File: src/rtl/core_sequencer.sv
// Multi-cycle fetch/decode/execute/mem/writeback sequencer.
// Gates decoder write strobes into their legal phase.
module core_sequencer #(
   parameter int OPW  = 4,
   parameter int CNTW = 16,
   parameter int TMO  = 15
) (
   input  logic            Clk,
   input  logic            Reset_n,
   input  logic            Start,
   input  logic            Stop,
   input  logic [OPW-1:0]  Opcode,
   input  logic            InstrAck,
   input  logic            MemAck,
   output logic            InstrReq,
   output logic            IrLoad,
   output logic            MemReq,
   output logic            MemWe,
   output logic            RegWrEn,
   output logic            PcEn,
   output logic            Busy,
   output logic            Halted,
   output logic            Fault,
   output logic [CNTW-1:0] Retired
);

   localparam int TW = 8;
   localparam logic [OPW-1:0] OP_JMAX = OPW'(4);
   localparam logic [OPW-1:0] OP_STR  = OPW'(7);
   localparam logic [OPW-1:0] OP_LD   = OPW'(8);
   localparam logic [OPW-1:0] OP_RSV  = OPW'(9);
   localparam logic [OPW-1:0] OP_HALT = OPW'(11);
   localparam logic [OPW-1:0] OP_CMP  = OPW'(12);
   localparam logic [TW-1:0]  TMO_LAST = TW'(TMO - 1);

   typedef enum logic [2:0] {
      S_IDLE, S_FETCH, S_DECODE, S_EXEC,
      S_MEM, S_WB, S_HALTED, S_FAULT
   } state_t;

   state_t          state_q, state_d;
   logic [OPW-1:0]  op_q, op_d;
   logic [TW-1:0]   tmo_q, tmo_d;
   logic [CNTW-1:0] ret_q, ret_d;
   logic            is_mem, wb_wr;

   assign is_mem = (op_q == OP_LD) || (op_q == OP_STR);
   assign wb_wr  = !((op_q <= OP_JMAX) || (op_q == OP_STR) ||
                     (op_q == OP_RSV) || (op_q == OP_CMP));

   always_ff @(posedge Clk or negedge Reset_n) begin
      if (!Reset_n) begin
         state_q <= S_IDLE;
         op_q    <= '0;
         tmo_q   <= '0;
         ret_q   <= '0;
      end else begin
         state_q <= state_d;
         op_q    <= op_d;
         tmo_q   <= tmo_d;
         ret_q   <= ret_d;
      end
   end

   always_comb begin
      state_d = state_q;
      op_d    = op_q;
      tmo_d   = tmo_q;
      ret_d   = ret_q;
      unique case (state_q)
         S_IDLE:   if (Start) state_d = S_FETCH;
         S_FETCH: begin
            if (InstrAck) begin
               op_d    = Opcode;
               state_d = S_DECODE;
            end
         end
         S_DECODE: begin
            if (op_q == OP_HALT) begin
               state_d = S_HALTED;
               ret_d   = ret_q + 1'b1;
            end else begin
               state_d = S_EXEC;
            end
         end
         S_EXEC: begin
            if (is_mem) begin
               state_d = S_MEM;
               tmo_d   = '0;
            end else begin
               state_d = S_WB;
            end
         end
         // MemAck beats a timeout landing on the same cycle
         S_MEM: begin
            tmo_d = tmo_q + 1'b1;
            if (MemAck)                 state_d = S_WB;
            else if (tmo_q == TMO_LAST) state_d = S_FAULT;
         end
         S_WB: begin
            ret_d   = ret_q + 1'b1;
            state_d = Stop ? S_IDLE : S_FETCH;
         end
         S_HALTED: if (Start) state_d = S_FETCH;
         S_FAULT:  state_d = S_FAULT;
         default:  state_d = S_IDLE;
      endcase
   end

   always_comb begin
      InstrReq = 1'b0;
      IrLoad   = 1'b0;
      MemReq   = 1'b0;
      MemWe    = 1'b0;
      RegWrEn  = 1'b0;
      PcEn     = 1'b0;
      Halted   = 1'b0;
      Fault    = 1'b0;
      unique case (state_q)
         S_FETCH:  InstrReq = 1'b1;
         S_DECODE: IrLoad   = 1'b1;
         S_MEM: begin
            MemReq = 1'b1;
            MemWe  = (op_q == OP_STR);
         end
         S_WB: begin
            PcEn    = 1'b1;
            RegWrEn = wb_wr;
         end
         S_HALTED: Halted = 1'b1;
         S_FAULT:  Fault  = 1'b1;
         default: ;
      endcase
   end

   assign Busy = (state_q != S_IDLE) && (state_q != S_HALTED) &&
                 (state_q != S_FAULT);
   assign Retired = ret_q;

endmodule

File: config.mk
export PLATFORM = sky130hd
export DESIGN_NAME = core_sequencer
export DESIGN_NICKNAME = d
export VERILOG_FILES = /design/src/rtl/core_sequencer.sv
export SDC_FILE = /design/constraint.sdc
export NUM_CORES = 1
export LEC_CHECK = 0
export BUFFER_PORTS_ARGS = -buffer_cell sky130_fd_sc_hd__buf_2
export CORE_AREA = 2 2 78 80
export CTS_BUF_LIST = sky130_fd_sc_hd__clkbuf_16
export DETAILED_ROUTE_END_ITERATION = 12
export DIE_AREA = 0 0 80 82
export PLACE_DENSITY = 0.58
export SYNTH_ARGS = -nofsm -noshare
export SYNTH_HDL_FRONTEND = slang
export SYNTH_SLANG_ARGS = --single-unit
File: constraint.sdc
create_clock -name Clk -period 2 [get_ports Clk]
set_clock_uncertainty 0.05 [all_clocks]
set_input_delay 0.3 -clock Clk [delete_from_list [all_inputs] [get_ports Clk]]
set_output_delay 0.3 -clock Clk [all_outputs]
set_load 0.02 [all_outputs]
### Word-level counts from Yosys, hierarchy flattened

Cells that the tools add are included.

* flip-flop bits (word level): 31
* bits of input ports: 10
* output and inout bits: 25
* logic and storage cells: 63

* add/sub/neg operators: 2
* order comparisons: 1
* eq/ne operators: 20
* mux-type cells: 20
* reductions and logical operators: 16

Operators by type and width (number)
* case mux 16 bit (2 select lines): 1
* case mux 3 bit (7 select lines): 1
* adder 16 x 1 -> 16 bit (second input constant): 1
* equality test 4 bit (second input constant): 4
* two-way mux 16 bit: 1
* case mux 8 bit (2 select lines): 1
* two-way mux 3 bit: 5
* equality test 3 bit (second input constant): 4
* two-way mux 1 bit: 10
* inequality test 3 bit (second input constant): 3
* adder 8 x 1 -> 8 bit (second input constant): 1
* equality test 8 x 4 -> 1 bit (second input constant): 1
* two-way mux 8 bit: 1
* equality test 3 x 2 -> 1 bit (second input constant): 2
* inequality test 2 bit (second input constant): 3
* AND reduction 2 bit: 3
* equality test 4 x 3 -> 1 bit (second input constant): 1
* less-or-equal comparator 4 x 3 -> 1 bit (second input constant): 1
* logical OR 1 bit: 4
* nonzero test 2 bit: 2
* equality test 3 x 1 -> 1 bit (second input constant): 1
* zero test 3 bit: 1
* AND reduction 3 bit: 1
* nonzero test 3 bit: 1
* 4 further kinds: 5

### Longest topological paths before layout

Gate-level depths: netlist (run 1).

* depth after elaboration: 6
* gate-level depth with buffers: 7
* gate-level depth less buffers: 6

### Worst setup path before layout (run 1)

Ideal clock, no wire load.

* kind: register to register
* from: register state_q[1]
* to: register ret_q[9] (netlist: Retired[9])
* arrival time: 1.823 ns
* data required time: 1.820 ns
* setup slack: -0.002 ns
* stages on the path, launching flop included: 7
* clock period less this slack: 2.002 ns
* path through: dfrtp_1 > buf_6 > nor3b_1 > a21o_1 > buf_2 > nand4_1 > xnor2_1

* cells in the longest elaborated chain, start to end: 3
* elaborated cells between the ends (all ways): 6

RTL lines
* start: declaration: line 41 `state_t state_q, state_d;`
* start signal: assignment: line 58 `state_q <= state_d;`
* equality test 3 x 2 -> 1 bit or equality test 3 bit (tied branches): line 70 `unique case (state_q)`
* inequality test 2 bit (no source line) or nonzero test 2 bit (tied branches)
* AND reduction 2 bit (no source line)
* end signal: assignment: line 61 `ret_q <= ret_d;`
* end: declaration: line 44 `logic [CNTW-1:0] ret_q, ret_d;`

Several ways; a longest one is shown, not always the timed one.
A chain may end at the register's enable or synchronous reset.

### Worst setup path in the final report (run 1)

* from: register state_q[0]
* to: output port MemWe

* cells in the longest elaborated chain, start to end: 2

RTL lines
* equality test 3 bit: line 119 `unique case (state_q)`
* two-way mux 1 bit: line 119
* end: declaration: line 18 `output logic MemWe,`

Every way passes these cells.

==> reports/metrics.cfg, run 1 <==
[finish]
final_cell_mix = buf_2, dfrtp_1, xnor2_1
antenna_cells = 0
finalNonFillerCells = 278
final_common_cell = buf_2
drive_gt1_frac = 0.286
area_growth_syn_to_layout_pct = 25.9
nNetsFinal = 216
final_core_util = 0.363

[routing]
drt_iter0_drc = 89
viasPerCell = 4.83
dr_total_vias = 1343
wl_per_cell_um = 12.4
drtPass1Iterations = 4
drt-total-wl_um = 3460
drc = 0
antenna_left = 0

[logic_synthesis]
synth_edf_count = 0
synth_area_um2 = 1660
netlist_instances = 162
ys_warn_count = 0
ys_seq_area_frac = 0.468
ys_ff_latch = 31
ys.flop_type = dfrtp_1
synth.distinct_cells = 41
synthesis.nets = 175
async_flop_share = 1.00
synth_area_per_cell_um2 = 10.2

[global_routing]
grt_pass1_wl_um = 6040
globalRouteMet3Util = 0.0363
globalRoute.totalOverflow = 0
met2_usage = 0.177
antenna_found_initial = 0
busiest_layer = met2
grt_util_met1 = 0.159
grt_usage = 0.117
grt_pass1_vias = 1269
grt_start_max_net_pins = 32

[die]
dieArea_um2 = 6560
core_um2 = 5750
start_util = 0.289
die_x_um = 80
rows = 28
die_h_um = 82
ioPinCount = 35

[outcome]
status = complete, no violations

[critical_path]
cp_max_fo = 8
r2r_slack_ps = 230
crit_end = MemWe
rr_startpoint = op_q[1]
timing.critical_path.from = state_q[0]
worst-setup-path-type = reg -> out
worstPathRequired_ps = 1650
start_kind = register
r2r_cells = 4
r2r_end = tmo_q[0]
end_kind = output pin
cp_data_arrival_time_ps = 1530

[power]
combPwrFrac = 0.386
seqPwrFrac = 0.359
p_sw_mw = 1.04
ir_drop_mv = 0.599
p_sw_frac = 0.382
p_int_mw = 1.69
p_leak_nw = 1.00
powerDensity_nw_per_um2 = 1310
clkPwrFrac = 0.255

[clock_network]
postCtsSetupBuffers = 0
htree_levels = 2
cts-root-buf = clkbuf_16
post_cts_resize_count = 0
cts_hold_buf = 0
cts_buffers = 5
clkTransAtPathRegs_ps = 50
clk_path_buf_depth = 2
clk_latency_ps = 270
cts.sinks = 31
cts_tree = yes

[run]
maxCapViolCount = 0

[sta]
tightest_slew_ps = 695
min_period_ps = 1880
maxSlewHeadroom = 0.537
timing.hold.ws_ps = 22.6
fin_setup_tns_ps = 0
max_freq_ghz = 0.532
rsz0062_at_grt = no
slew_violations = 0
hold_violations = 0
setup_viol_count_final = 0
min_period_over_period = 0.940

[placed_design]
dp_hpwl_um = 2490
numPortBuffers = 34
gp_congestion = 0.747
dp_cells = 271

[min_path]
min_path_type = in -> async

per-stage QoR:
stage	setup WS [ps]	total power, mW	area [um2]
floorplan	44.9	1.71	1660
global placement	143	2.02	1940
detailed placement	58.4	2.03	1940
CTS	29.4	2.74	2070
global route	36.5	2.93	2090
finish	119	2.73	2090
worst max-delay path: stages, from the launching register on:
cell and delay, ps:
dfrtp_1 460, or3b_1 430, inv_1 100, and2_1 120, buf_2 150
final cells by class:
cell class | instances | area, um2
Tap cell | 75 | 93.8
Sequential cell | 31 | 776
Inverter | 7 | 26.3
Fill cell | 595 | 3660
Clock inverter | 2 | 8.76
Timing Repair Buffer | 41 | 223
Multi-Input combinational cell | 117 | 836
Clock buffer | 5 | 125
layer usage:
metal / share of wire / vias to the layer above
li1: - / 667
met1: 0.47 / 634
met2: 0.45 / 37
met3: 0.066 / 5
met4: 0.0095 / 0
met5: 0 / -
state kept, by name (all words and copies together) (netlist names):
name,count
op_q,4
tmo_q,8
state_q,3
Retired,16
cells in the mapped netlist, drive strengths merged, types with 2 or more instances:
cell / instances / area [um2]
nand3: 10 / 50.1
nand4: 8 / 50.1
nor2b: 2 / 12.5
buf: 4 / 32.5
xnor2: 14 / 123
and4: 3 / 26.3
nor2: 4 / 15.0
inv: 7 / 26.3
o31ai: 2 / 20.0
nand2: 13 / 48.8
clkbuf: 3 / 11.3
xor2: 3 / 26.3
nor3: 2 / 10.0
a21oi: 8 / 40.0
dfrtp: 31 / 776
and3: 7 / 43.8
nor4b: 2 / 17.5
mux2: 5 / 56.3
o21ai: 6 / 30.0
and4b: 2 / 20.0
mux2i: 2 / 20.0
and2: 6 / 37.5
ha: 3 / 37.5
how the worst min path moves through the flow:
| stage | start | to | slack [ps] | cells after the start |
|---|---|---|---|---|
| CTS | Reset_n | Retired[10] | 50 | 1 |
| floorplan | Reset_n | Retired[0] | -50 | 0 |
| global route | Reset_n | Retired[11] | 90 | 1 |
| global placement | Reset_n | Retired[10] | 350 | 1 |
| detailed placement | Reset_n | Retired[10] | 350 | 1 |
| finish | Reset_n | Retired[13] | 20 | 1 |
power groups by stage:
stage	combinational (mW)	clock (mW)	sequential, mW
2_1_floorplan	0.724	0	0.987
3_3_place_gp	1.04	0	0.980
3_5_place_dp	1.04	0	0.988
4_1_cts	1.05	0.713	0.979
5_1_grt	1.18	0.740	1.02
6_report	1.06	0.697	0.981
cells by family (layout without fill, tap and decap cells):
| logic type | count (synthesis) | after routing | synth area share |
|---|---|---|---|
| compound gates | 26 | 26 | 0.104 |
| simple gates | 64 | 64 | 0.228 |
| fa+ha+maj | 3 | 3 | 0.0226 |
| buf+inv | 14 | 55 | 0.0422 |
| mux | 7 | 7 | 0.0460 |
| flops | 31 | 31 | 0.468 |
| xor+xnor | 17 | 17 | 0.0897 |
Power figures use the tool's default switching activity.
==> run 2, diff against run 1 <==
Settings changed: ABC_AREA from default to 1, CORE_AREA 2 2 78 80 to 2 2 84 86, DIE_AREA 0 0 80 82 to 0 0 86 88, PLACE_DENSITY 0.58 to 0.57.
==> reports/metrics.cfg, run 2 <==
[logic_synthesis]
synth-compound-area-share = 0.0581  ; was 0.104
synth_edf_count = 0  ; unchanged
netlist_instances = 266  ; was 162
synth_area_leader_cell = dfrtp_1  ; unchanged
synth_fa_ha_area_frac = 0.0194  ; was 0.0226
synth_area_per_cell_um2 = 7.29  ; was 10.2 um2
synth_area_um2 = 1940  ; was 1660 um2
synth_xor_area_frac = 0.0555  ; was 0.0897
ys_seq_area_frac = 0.400  ; was 0.468
async_flop_share = 1.00  ; unchanged
synth.distinct_cells = 24  ; was 41
yosys.area.top_type_share = 0.400  ; was 0.468
ys_ff_latch = 31  ; unchanged
synth_top_family_by_area = simple AND/OR/NAND/NOR gates  ; unchanged
muxShareOfSynthArea = 0  ; was 0.0460
synth_common_cells = nand2_1, inv_1, nor2_1  ; was dfrtp_1, xnor2_1, nand2_1
ys_top_cells_by_area = dfrtp_1, nand2_1, inv_1  ; was dfrtp_1, xnor2_1, mux2_2
synth-simple-area-share = 0.376  ; was 0.228
ys_warn_count = 0  ; unchanged
synth.most_common_cell = nand2_1  ; was dfrtp_1
ys.flop_type = dfrtp_1  ; unchanged
synthesis.nets = 279  ; was 175

[die]
rows = 30  ; was 28
die_h_um = 88  ; was 82 um
die_x_um = 86  ; was 80 um
core_um2 = 6640  ; was 5750 um2
dieArea_um2 = 7570  ; was 6560 um2
start_util = 0.292  ; was 0.289
ioPinCount = 35  ; unchanged

[clock_network]
clk_path_buf_depth = 2  ; unchanged
cts-root-buf = clkbuf_16  ; unchanged
cts_tree = yes  ; unchanged
cts.sinks = 31  ; unchanged
clkTransAtPathRegs_ps = 50  ; about the same
htree_levels = 2  ; unchanged
postCtsSetupBuffers = 0  ; unchanged
clk_latency_ps = 270  ; about the same
post_cts_resize_count = 0  ; unchanged
cts_hold_buf = 0  ; unchanged
cts_buffers = 5  ; unchanged

[sta]
min_period_over_period = 0.908  ; was 0.940
setup_viol_count_final = 0  ; unchanged
fin_setup_tns_ps = 0  ; unchanged
tightest_slew_ps = 691  ; was 695 ps
hold_violations = 0  ; unchanged
max_freq_ghz = 0.551  ; was 0.532 GHz
layout_setup_ws_ps = 185  ; was 119 ps
maxSlewHeadroom = 0.540  ; was 0.537
min_period_ps = 1820  ; was 1880 ps
rsz0062_at_grt = no  ; unchanged
slew_violations = 0  ; unchanged

[global_routing]
grt_pass1_wl_um = 7170  ; was 6040 um
antenna_found_initial = 0  ; unchanged
globalRoute.totalOverflow = 0  ; unchanged
grt_pass1_vias = 1536  ; was 1269
grt_start_max_net_pins = 32  ; unchanged
grt_usage = 0.120  ; was 0.117

[critical_path]
crit_family = flip-flops  ; was simple AND/OR/NAND/NOR gates
cp_data_arrival_time_ps = 1470  ; was 1530 ps
start_kind = register  ; unchanged
cp_slowest_stage_delay_ps = 460  ; about the same
worstPathRequired_ps = 1650  ; about the same
path_cells = nor2_1 > nand2_2 > inv_1 > buf_2  ; was or3b_1 > inv_1 > and2_1 > buf_2
cp_max_fo = 12  ; was 8
critPathSlowestCell = dfrtp_1  ; unchanged
end_kind = output pin  ; unchanged
cp.depth = 4  ; unchanged
worst-path-buf-inv = 2  ; unchanged
worst-setup-path-type = reg -> out  ; unchanged
r2r_cells = 8  ; was 4

[finish]
area_growth_syn_to_layout_pct = 19.2  ; was 25.9%
final_common_cell = nand2_1  ; was buf_2
drive_gt1_frac = 0.188  ; was 0.286
nFillCells = 701  ; was 595
antenna_cells = 0  ; unchanged
seqCellArea_um2 = 776  ; unchanged
finalNonFillerCells = 384  ; was 278
final_cell_mix = nand2_1, inv_1, buf_2  ; was buf_2, dfrtp_1, xnor2_1
largest_reg_flops = 16  ; unchanged
nNetsFinal = 316  ; was 216
multiInputGateArea_um2 = 990  ; was 836 um2

[outcome]
status = complete, no violations  ; unchanged

[routing]
wl_per_cell_um = 10.9  ; was 12.4 um
antenna_left = 0  ; unchanged
drt-total-wl_um = 4170  ; was 3460 um
drc = 0  ; unchanged
drtPass1Iterations = 4  ; unchanged
viasPerCell = 4.41  ; was 4.83
drt_iter0_drc = 46  ; was 89
dr_total_vias = 1693  ; was 1343

[power]
total_power_mw = 2.58  ; was 2.73 mW
ir_drop_mv = 0.514  ; was 0.599 mV
powerDensity_nw_per_um2 = 1120  ; was 1310 nW/um2
p_leak_nw = 1.29  ; was 1.00 nW

[placed_design]
numPortBuffers = 34  ; unchanged
gp_congestion = 0.821  ; was 0.747
dp_cells = 376  ; was 271
dp_hpwl_um = 3180  ; was 2490 um
place_worst_setup_slack_ps = 380  ; was 58.4 ps

[min_path]
min_path_type = in -> async  ; unchanged

[run]
maxCapViolCount = 0  ; unchanged

## run 2: cell count changes after synthesis, sizes merged, moves of 7 or more
cell   delta
nand3    +14
nand2    +76
o21ai     +9
nor2     +29
xnor2     -7
and3      -7
inv      +30
## run 2: report_power, final
| part | switching, mW | total, mW | internal (mW) |
|---|---|---|---|
| sequential | 0.177 | 0.945 | 0.768 |
| combinational | 0.618 | 0.937 | 0.319 |
| clock | 0.249 | 0.697 | 0.448 |
| total | 1.04 | 2.58 | 1.54 |
## run 2: path summary, 6_finish.rpt
| kind | startpoint | endpoint | slack (ps) |
|---|---|---|---|
| hold / removal | Reset_n | state_q[0] | 20 |
| min in group Clk | Opcode[0] | op_q[0] | 210 |
| setup / recovery | state_q[0] | MemReq | 180 |
| max in group asynchronous | Reset_n | Retired[4] | 1430 |
| hold reg to reg | Retired[15] | Retired[15] | 450 |
| setup reg to reg | Retired[0] | Retired[12] | 370 |
## run 2: stage by stage
| stage | utilization | hold WS, ps | cell area [um2] |
|---|---|---|---|
| after floorplan | - | -45.6 | 1940 |
| after global placement | 0.327 | 348 | 2170 |
| after detailed placement | 0.327 | 347 | 2170 |
| after CTS | 0.348 | 58.8 | 2310 |
| after global routing | 0.348 | 94.4 | 2310 |
| final | 0.348 | 20.3 | 2310 |
## run 2: layout make-up
| class | count | area share |
|---|---|---|
| multi-input combinational | 194 | 0.428 |
| sequential | 31 | 0.335 |
| clock buffer | 5 | 0.0541 |
| timing repair buffer | 34 | 0.0736 |
| clock inverter | 3 | 0.00541 |
| tap | 80 | 0.0433 |
| inverter | 37 | 0.0601 |
## run 2: logic make-up after synthesis
family / count (synthesis)
XOR/XNOR: 8
AND/OR/NAND/NOR: 161
adder cells (fa/ha/maj): 3
flip-flops: 31
buffers and inverters: 41
AO/OA/AOI/OAI: 22
## run 2: worst register-to-register path, stage by stage, from the launching register on
cell and delay [ps]:
dfrtp_1 420, ha_1 280, inv_1 60, nor2_1 280
nand3_1 160, nand2_1 90, nand2_1 50, nand2_1 50
o21ai_0 70
## run 2: layer usage
metal,routed length [um],up-vias,GRT usage,share of wire
met2,1970,32,0.194,0.47
met1,1930,733,0.155,0.46
met4,74,0,0.0390,0.018
li1,-,919,-,-
met5,0,-,0,0
met3,201,9,0.0339,0.048
